`src/rtl/uart_tx_scheduler_if.sv`:
```
// Echo stream and TX FIFO write port bundle for uart_tx_scheduler.
// master is the scheduler side; slave is the echo source / FIFO side.
interface uart_tx_scheduler_if;
  logic       echo_valid;
  logic [7:0] echo_data;
  logic       echo_ready;
  logic       fifo_full;
  logic       fifo_wr_en;
  logic [7:0] fifo_wr_data;

  modport master (
    input  echo_valid,
    input  echo_data,
    input  fifo_full,
    output echo_ready,
    output fifo_wr_en,
    output fifo_wr_data
  );

  modport slave (
    output echo_valid,
    output echo_data,
    output fifo_full,
    input  echo_ready,
    input  fifo_wr_en,
    input  fifo_wr_data
  );
endinterface

```
`src/rtl/uart_tx_scheduler.sv`:
```
// Shares the UART TX FIFO write port between the RX echo stream
// and an atomic "HH:MM:SS\r\n" time-report frame.
module uart_tx_scheduler #(
  parameter bit         ECHO_EN = 1'b1,
  parameter logic [7:0] SEP     = 8'h3A
) (
  input  logic                   clk,
  input  logic                   reset,
  uart_tx_scheduler_if.master    bus,
  input  logic                   report_req,
  input  logic [4:0]             hour,
  input  logic [5:0]             min,
  input  logic [5:0]             sec,
  output logic                   report_busy
);

  localparam logic [0:0] IDLE = 1'b0;
  localparam logic [0:0] SEND = 1'b1;

  logic [0:0] state;
  logic       pending;
  logic       last_grant;
  logic [3:0] idx;
  logic [4:0] h_s;
  logic [5:0] m_s;
  logic [5:0] s_s;

  logic       idle;
  logic       grant;
  logic       echo_ready;
  logic       wr_en;
  logic [7:0] wr_data;
  logic [7:0] frame_byte;
  logic [7:0] h_bcd;
  logic [7:0] m_bcd;
  logic [7:0] s_bcd;

  // Divide by 10 via repeated compare/subtract; 63 needs at most 6 steps.
  function automatic logic [7:0] to_bcd(input logic [5:0] v);
    logic [5:0] r;
    logic [3:0] t;
    r = v;
    t = 4'd0;
    for (int i = 0; i < 6; i++) begin
      if (r >= 6'd10) begin
        r = r - 6'd10;
        t = t + 4'd1;
      end
    end
    return {t, r[3:0]};
  endfunction

  function automatic logic [7:0] ascii(input logic [3:0] d);
    return 8'h30 + {4'h0, d};
  endfunction

  assign h_bcd = to_bcd({1'b0, h_s});
  assign m_bcd = to_bcd(m_s);
  assign s_bcd = to_bcd(s_s);

  assign idle  = (state == IDLE);
  assign grant = idle & pending &
                 (~bus.echo_valid | ~last_grant | ~ECHO_EN);

  always_comb begin
    frame_byte = 8'h00;
    unique case (idx)
      4'd0:    frame_byte = ascii(h_bcd[7:4]);
      4'd1:    frame_byte = ascii(h_bcd[3:0]);
      4'd2:    frame_byte = SEP;
      4'd3:    frame_byte = ascii(m_bcd[7:4]);
      4'd4:    frame_byte = ascii(m_bcd[3:0]);
      4'd5:    frame_byte = SEP;
      4'd6:    frame_byte = ascii(s_bcd[7:4]);
      4'd7:    frame_byte = ascii(s_bcd[3:0]);
      4'd8:    frame_byte = 8'h0D;
      4'd9:    frame_byte = 8'h0A;
      default: frame_byte = 8'h00;
    endcase
  end

  // Echo yields when a report waits and echo had the last turn.
  always_comb begin
    echo_ready = 1'b0;
    wr_en      = 1'b0;
    wr_data    = bus.echo_data;
    if (!reset) begin
      if (idle) begin
        echo_ready = ECHO_EN & ~bus.fifo_full &
                     ~(pending & ~last_grant);
        wr_en      = bus.echo_valid & echo_ready;
      end else begin
        wr_en   = ~bus.fifo_full;
        wr_data = frame_byte;
      end
    end
  end

  assign bus.echo_ready   = echo_ready;
  assign bus.fifo_wr_en   = wr_en;
  assign bus.fifo_wr_data = wr_data;
  assign report_busy      = pending | (state == SEND);

  always_ff @(posedge clk or posedge reset) begin
    if (reset) begin
      state      <= IDLE;
      pending    <= 1'b0;
      last_grant <= 1'b0;
      idx        <= 4'd0;
      h_s        <= 5'd0;
      m_s        <= 6'd0;
      s_s        <= 6'd0;
    end else begin
      pending <= report_req | (pending & ~grant);
      if (idle) begin
        if (wr_en)
          last_grant <= 1'b0;
        if (grant) begin
          h_s        <= hour;
          m_s        <= min;
          s_s        <= sec;
          idx        <= 4'd0;
          last_grant <= 1'b1;
          state      <= SEND;
        end
      end else if (wr_en) begin
        if (idx == 4'd9) begin
          idx   <= 4'd0;
          state <= IDLE;
        end else begin
          idx <= idx + 4'd1;
        end
      end
    end
  end

endmodule

```
`src/flat_wrapper.sv`:
```
// flat-port wrapper written by rule: the top's interface ports become plain ports
module uart_tx_scheduler_flat 
#(
  parameter bit         ECHO_EN = 1'b1,
  parameter logic [7:0] SEP     = 8'h3A
)
  (clk, reset, report_req, hour, min, sec, report_busy, bus_echo_valid, bus_echo_data, bus_fifo_full, bus_echo_ready, bus_fifo_wr_en, bus_fifo_wr_data);
  uart_tx_scheduler_if bus_i ();
  input  logic clk;
  input  logic reset;
  input  logic report_req;
  input  logic [4:0] hour;
  input  logic [5:0] min;
  input  logic [5:0] sec;
  output logic report_busy;
  input wire logic [$bits(bus_i.echo_valid)-1:0] bus_echo_valid;
  input wire logic [$bits(bus_i.echo_data)-1:0] bus_echo_data;
  input wire logic [$bits(bus_i.fifo_full)-1:0] bus_fifo_full;
  output wire logic [$bits(bus_i.echo_ready)-1:0] bus_echo_ready;
  output wire logic [$bits(bus_i.fifo_wr_en)-1:0] bus_fifo_wr_en;
  output wire logic [$bits(bus_i.fifo_wr_data)-1:0] bus_fifo_wr_data;
  assign bus_i.echo_valid = bus_echo_valid;
  assign bus_i.echo_data = bus_echo_data;
  assign bus_i.fifo_full = bus_fifo_full;
  assign bus_echo_ready = bus_i.echo_ready;
  assign bus_fifo_wr_en = bus_i.fifo_wr_en;
  assign bus_fifo_wr_data = bus_i.fifo_wr_data;
  uart_tx_scheduler #(.ECHO_EN(ECHO_EN), .SEP(SEP)) u_core (.clk(clk), .reset(reset), .bus(bus_i), .report_req(report_req), .hour(hour), .min(min), .sec(sec), .report_busy(report_busy));
endmodule
```
`config.mk`:
```
export PLATFORM = sky130hd
export DESIGN_NAME = uart_tx_scheduler_flat
export DESIGN_NICKNAME = d
export VERILOG_FILES = /design/src/rtl/uart_tx_scheduler_if.sv /design/src/rtl/uart_tx_scheduler.sv /design/src/flat_wrapper.sv
export SDC_FILE = /design/constraint.sdc
export NUM_CORES = 1
export LEC_CHECK = 0
export CORE_MARGIN = 10
export CORE_UTILIZATION = 63
export CTS_BUF_LIST = sky130_fd_sc_hd__clkbuf_4 sky130_fd_sc_hd__clkbuf_8
export CTS_CLUSTER_DIAMETER = 200
export DETAILED_ROUTE_END_ITERATION = 12
export PLACE_DENSITY = 0.84
export SYNTH_ARGS = -nofsm -noshare
export SYNTH_HDL_FRONTEND = slang
export SYNTH_SLANG_ARGS = --single-unit
```
`constraint.sdc`:
```
create_clock -name clk -period 11.49 [get_ports clk]
set_input_delay 1.7235 -clock clk [delete_from_list [all_inputs] [get_ports clk]]
set_output_delay 1.7235 -clock clk [all_outputs]
set_load 0.1 [all_outputs]
```
Word-level counts from Yosys, hierarchy flattened:

Index checks and enable logic that the tools add are counted.

* $add $sub $neg: 40
* magnitude comparators: 18
* eq/ne operators: 10
* mux-type cells: 53
* bitwise operators: 15
* reduce and logical (&&, ||, !) cells: 7

Operator list (count)
* greater-or-equal comparator 6 x 4 -> 1 bit, second input constant: 17
* 2-to-1 mux 6 bit: 15
* 2-to-1 mux 4 bit: 22
* subtractor 6 x 4 -> 6 bit, second input constant: 14
* one-hot mux 8 bit (9 select lines): 1
* adder 4 x 1 -> 4 bit, second input constant: 13
* adder 6 x 4 -> 7 bit, first input constant: 6
* equality test 4 x 3 -> 1 bit, second input constant: 4
* 2-to-1 mux 8 bit: 2
* 2-to-1 mux 1 bit: 13
* subtractor 4 bit, second input constant: 3
* equality test 4 x 2 -> 1 bit, second input constant: 2
* equality test 4 bit, second input constant: 2
* adder 1 x 1 -> 2 bit, second input constant: 3
* bitwise AND 1 bit: 6
* NOT 1 bit: 6
* AND reduction 2 bit: 3
* subtractor 5 x 4 -> 6 bit, second input constant: 1
* greater-or-equal comparator 5 x 4 -> 1 bit, second input constant: 1
* equality test 4 x 1 -> 1 bit, second input constant: 1
* zero test 4 bit: 1
* nonzero test 2 bit: 2
* bitwise OR 1 bit: 3
* != test 2 bit, second input constant: 1
* OR reduction 2 bit: 1

* register bits: 24
* logic and storage cells: 150

Depth between registers and ports, before layout:

* depth after elaboration: 16
* mapped depth: 43
* gate-level depth less buffers: 42

Worst setup path after synthesis:

No wires, ideal clock.

* kind: register -> output
* start: reg u_core.h_s[2]
* end: out bus_fifo_wr_data[3]
* data arrival time: 9124 ps
* data required time: 9767 ps
* setup slack: 642 ps
* stages on the path, launching flop included: 41
* cells stage by stage: dfrtp_1 -> buf_2 -> inv_1 -> ha_1 -> nand2b_1 -> nand2_1 -> a21oi_1 -> mux2i_1 -> inv_1 -> ha_1 -> or4b_1 -> o221ai_1 -> a221oi_2 -> nand2_1 -> o21ai_0 -> inv_1 -> ha_1 -> nor2b_1 -> [5 not listed] -> ha_1 -> nor2b_1 -> a31o_2 -> nor2_1 -> xnor2_1 -> inv_2 -> ha_1 -> nor2b_1 -> nor2_1 -> o211ai_1 -> o211ai_2 -> a21oi_1 -> or2_2 -> ha_1 -> or4_1 -> o211ai_1 -> a21oi_1 -> a32oi_1

* cells in the longest elaborated chain, start to end: 16
* elaborated cells on any way between the ends: 34
* classes of those cells: add/sub (13); order compare (6); mux (15)

RTL lines
* start, declared: line uart_tx_scheduler.sv:24 `logic [4:0] h_s;`
* start signal, assigned: line uart_tx_scheduler.sv:119 `h_s <= hour;`
* subtractor 5 x 4 -> 6 bit or greater-or-equal comparator 5 x 4 -> 1 bit (tied branches): line uart_tx_scheduler.sv:46, uart_tx_scheduler.sv:45
* 2-to-1 mux 6 bit or 2-to-1 mux 1 bit (tied branches): line uart_tx_scheduler.sv:45 `if (r >= 6'd10) begin`
* subtractor 6 x 4 -> 6 bit (tied with other cells): line uart_tx_scheduler.sv:46 `r = r - 6'd10;`
* 2-to-1 mux 6 bit or 2-to-1 mux 4 bit (tied branches): line uart_tx_scheduler.sv:45
* subtractor 6 x 4 -> 6 bit (tied with other cells): line uart_tx_scheduler.sv:46
* 2-to-1 mux 6 bit or 2-to-1 mux 4 bit (tied branches): line uart_tx_scheduler.sv:45
* subtractor 6 x 4 -> 6 bit (tied with other cells): line uart_tx_scheduler.sv:46
* 2-to-1 mux 6 bit or 2-to-1 mux 4 bit (tied branches): line uart_tx_scheduler.sv:45
* subtractor 6 x 4 -> 6 bit (tied with other cells): line uart_tx_scheduler.sv:46
* 2-to-1 mux 6 bit or 2-to-1 mux 4 bit (tied branches): line uart_tx_scheduler.sv:45
* greater-or-equal comparator 6 x 4 -> 1 bit (tied with other cells): line uart_tx_scheduler.sv:45
* 2-to-1 mux 4 bit: line uart_tx_scheduler.sv:45
* adder 6 x 4 -> 7 bit: line uart_tx_scheduler.sv:54 `return 8'h30 + {4'h0, d};`
* one-hot mux 8 bit (9 select lines) *: line uart_tx_scheduler.sv:67 `unique case (idx)`
* 2-to-1 mux 8 bit *: line uart_tx_scheduler.sv:88 `if (idle) begin`
* 2-to-1 mux 8 bit *: line uart_tx_scheduler.sv:87 `if (!reset) begin`
* end, declared: line flat_wrapper.sv:21 `output wire logic [$bits(bus_i.fifo_wr_data)-1:0] bus_fifo_wr_data;`

Every way passes the cells marked *; elsewhere a longest branch is shown, timed or not.

Final worst setup path:

* start: reg u_core.m_s[2]
* end: out bus_fifo_wr_data[2]

* cells in the longest elaborated chain, start to end: 16
* elaborated cells on any way between the ends: 34
* classes of those cells: add/sub (13); order compare (6); mux (15)

RTL lines
* start, declared: line uart_tx_scheduler.sv:25 `logic [5:0] m_s;`
* start signal, assigned: line uart_tx_scheduler.sv:120 `m_s <= min;`
* subtractor 6 x 4 -> 6 bit or greater-or-equal comparator 6 x 4 -> 1 bit (tied branches): line uart_tx_scheduler.sv:46, uart_tx_scheduler.sv:45
* 2-to-1 mux 6 bit or 2-to-1 mux 1 bit (tied branches): line uart_tx_scheduler.sv:45
* subtractor 6 x 4 -> 6 bit (tied with other cells): line uart_tx_scheduler.sv:46
* 2-to-1 mux 6 bit or 2-to-1 mux 4 bit (tied branches): line uart_tx_scheduler.sv:45
* subtractor 6 x 4 -> 6 bit (tied with other cells): line uart_tx_scheduler.sv:46
* 2-to-1 mux 6 bit or 2-to-1 mux 4 bit (tied branches): line uart_tx_scheduler.sv:45
* subtractor 6 x 4 -> 6 bit (tied with other cells): line uart_tx_scheduler.sv:46
* 2-to-1 mux 6 bit or 2-to-1 mux 4 bit (tied branches): line uart_tx_scheduler.sv:45
* subtractor 6 x 4 -> 6 bit (tied with other cells): line uart_tx_scheduler.sv:46
* 2-to-1 mux 6 bit or 2-to-1 mux 4 bit (tied branches): line uart_tx_scheduler.sv:45
* greater-or-equal comparator 6 x 4 -> 1 bit (tied with other cells): line uart_tx_scheduler.sv:45
* 2-to-1 mux 4 bit: line uart_tx_scheduler.sv:45
* adder 6 x 4 -> 7 bit: line uart_tx_scheduler.sv:54
* one-hot mux 8 bit (9 select lines) *: line uart_tx_scheduler.sv:67
* 2-to-1 mux 8 bit *: line uart_tx_scheduler.sv:88
* 2-to-1 mux 8 bit *: line uart_tx_scheduler.sv:87

Marks and branches as above.

==> out/metrics.csv <==
stage;metric;value;unit
synth;synth_warnings;0;
synth;avgSynthCellArea;7.66;µm²
worst_setup_path;crit_required;9770;ps
worst_setup_path;start_kind;register;
layout;final_cell_mix;nor2_1, nand2_1, a21oi_1, o21ai_0;
synth;syn_nets;881;
route;met1Wirelength;7850;µm
global_routing;grt_start_max_net_pins;27;
clock_tree;cts-root-buf;clkbuf_8;
timing;fin_skew;7.56;ps
route;drt_wl_total;18000;µm
timing;finalHoldViolations;0;
timing;drv_slew;0;
layout;diodes;0;
clock_tree;cts_tree;yes;
timing;finalSetupViolCount;0;
synth;syn_inst;815;
synth;netlist_area;6240;µm²
global_routing;grt_pass1_wl;29200;µm
route;vias;6714;
layout;fin_nets;892;
floorplanning;core_area;9730;µm²
route;dr_wl_met3;1340;µm
worst_setup_path;crit_path_top_delay_cell;a221oi_4;
synth;async_reset_ff_frac;1.00;
clock_tree;cts.clk_slew.worst_paths;100;ps
timing;tightestPinTransition;984;ps
global_routing;gr-total-overflow;0;
place;gp_congestion;0.963;
clock_tree;cts-buffers-inserted;3;
timing;relSlewSlack;0.342;
clock_tree;cts_hold_buf;0;
timing;period_minus_slack;10880;ps
global_routing;grt_pass1_vias;6032;
timing;post-route-period-util;0.947;
clock_tree;htree_levels;1;
floorplanning;die_w;120;µm
synth;synth.distinct_cells;117;
timing;max_freq;91.9;MHz
synth;synth_seq_cells;24;
place;portBuffers;40;
run;cap_violations;0;
outcome;status;finished, final reports clean;
clock_tree;clkLatencyLatePin;280;ps
worst_setup_path;end_kind;output pin;
synth;synth_edf_count;0;
route;routed_via_density;7.01;
synth;synth_flop_cell;dfrtp_1;
layout;layout.cells.most_common;nor2_1;
floorplanning;rows;36;
worst_hold_path;hold_class;reg -> reg;
route;top_layer_used;met4;
worst_setup_path;cp_max_fo;12;
worst_setup_path;critPathKind;reg -> out;
layout;fillers;829;
route;drt_iter0_markers;733;
worst_setup_path;critPathMaxStageDelay;560;ps
worst_setup_path;critical_path_arrival;9160;ps
clock_tree;cts.sinks;24;
layout;drive_gt1_frac;0.143;
floorplanning;ioPinCount;41;
route;postRouteAntennaNets;0;
route;drcViolationCount;0;
route;met2WireLength;8510;µm
floorplanning;start_util;0.641;
global_routing;antenna_found_initial;0;
timing;finalSetupTns;0;ps
route;first_pass_iters;7;
layout;area_growth;8.10;%
floorplanning;die_area;14300;µm²
floorplanning;dieHeight;120;µm
synth;seq_area_frac_synth;0.0963;
worst_setup_path;crit_top_cell;ha_1;
clock_tree;clockBufferDepth;2;
place;place_hpwl;14000;µm
route;wire_per_inst;18.8;µm
global_routing;grt_usage;0.232;
==> registers in the layout, summed over array words and instances, names as in the netlist <==
signal,flops
u_core.state,1
u_core.pending,1
u_core.last_grant,1
u_core.m_s,6
u_core.s_s,6
u_core.h_s,5
u_core.idx,4
==> final timing paths <==
check	from	slack, ps	cells past startpoint	end
worst max-delay path	u_core.m_s[2]	610	37	bus_fifo_wr_data[2]
worst min-delay path	u_core.pending	530	1	u_core.pending
worst max register to register	u_core.state	9010	7	u_core.idx[3]
worst min register to register	u_core.pending	530	1	u_core.pending
max in group asynchronous	reset	9240	3	u_core.m_s[1]
min in group asynchronous	reset	1980	3	u_core.idx[2]
==> timing repair <==
item                       4_1_cts  5_1_grt
buffers inserted                 0        4
resized for setup                0       13
setup endpoints to repair        0        4
==> area by class of cell <==
| class | count | area (µm²) | share of cell area |
|---|---|---|---|
| Tap cell | 133 | 166 | 0.0247 |
| Inverter | 35 | 131 | 0.0195 |
| Multi-Input combinational cell | 717 | 5340 | 0.792 |
| Clock inverter | 1 | 30.0 | 0.00445 |
| Sequential cell | 24 | 604 | 0.0896 |
| Clock buffer | 3 | 41.3 | 0.00612 |
| Timing Repair Buffer | 45 | 432 | 0.0640 |
==> metal layers <==
metal / vias up / track usage
met5: - / 0
met4: 0 / 0.0520
met3: 50 / 0.0188
met2: 342 / 0.395
met1: 3161 / 0.311
li1: 3161 / -
==> cell families (layout without fill, tap and decap cells) <==
| group | Yosys count | in the layout | synth area share |
|---|---|---|---|
| AND/OR/NAND/NOR | 307 | 307 | 0.276 |
| AO/OA/AOI/OAI | 286 | 286 | 0.355 |
| flip-flops | 24 | 24 | 0.0963 |
| multiplexers | 51 | 51 | 0.0924 |
| XOR/XNOR | 37 | 37 | 0.0531 |
| buffers and inverters | 74 | 84 | 0.0553 |
| adder cells (fa/ha/maj) | 36 | 36 | 0.0722 |
==> worst max-delay path: cells and delay by family, from the launching register on <==
kind            cells  cell delay, ps
compound gates     10            3020
simple gates       14            2290
fa+ha+maj           6            1400
mux                 2             720
buf+inv             4             670
flops               1             500
xor+xnor            1             280
==> per-stage QoR <==
step	hold slack [ps]	cells	worst slack [ps]	util	cell area, µm²
final	533	958	608	0.693	6750
after global placement	485	950	578	0.677	6590
after global routing	563	958	-14.5	0.693	6750
after CTS	537	954	66.4	0.685	6660
after detailed placement	515	950	419	0.677	6590
after floorplan	462	815	642	-	6240
==> Yosys cell counts (13+ instances only) <==
cell type  instances  area, µm²
nor2_1            59        221
nand2_1           58        218
a21oi_1           48        240
o21ai_0           38        190
ha_1              36        450
inv_1             33        124
mux2_2            26        293
dfrtp_1           24        601
nand2b_1          23        144
nor2b_1           23        144
mux2i_1           19        190
nand3_1           19       95.1
nor3_1            19       95.1
xnor2_1           19        166
buf_2             18       90.1
xor2_1            17        149
clkbuf_1          13       48.8
Power is not shown: default switching activity piles up to over one toggle a cycle in this logic, so the estimate is an artifact.
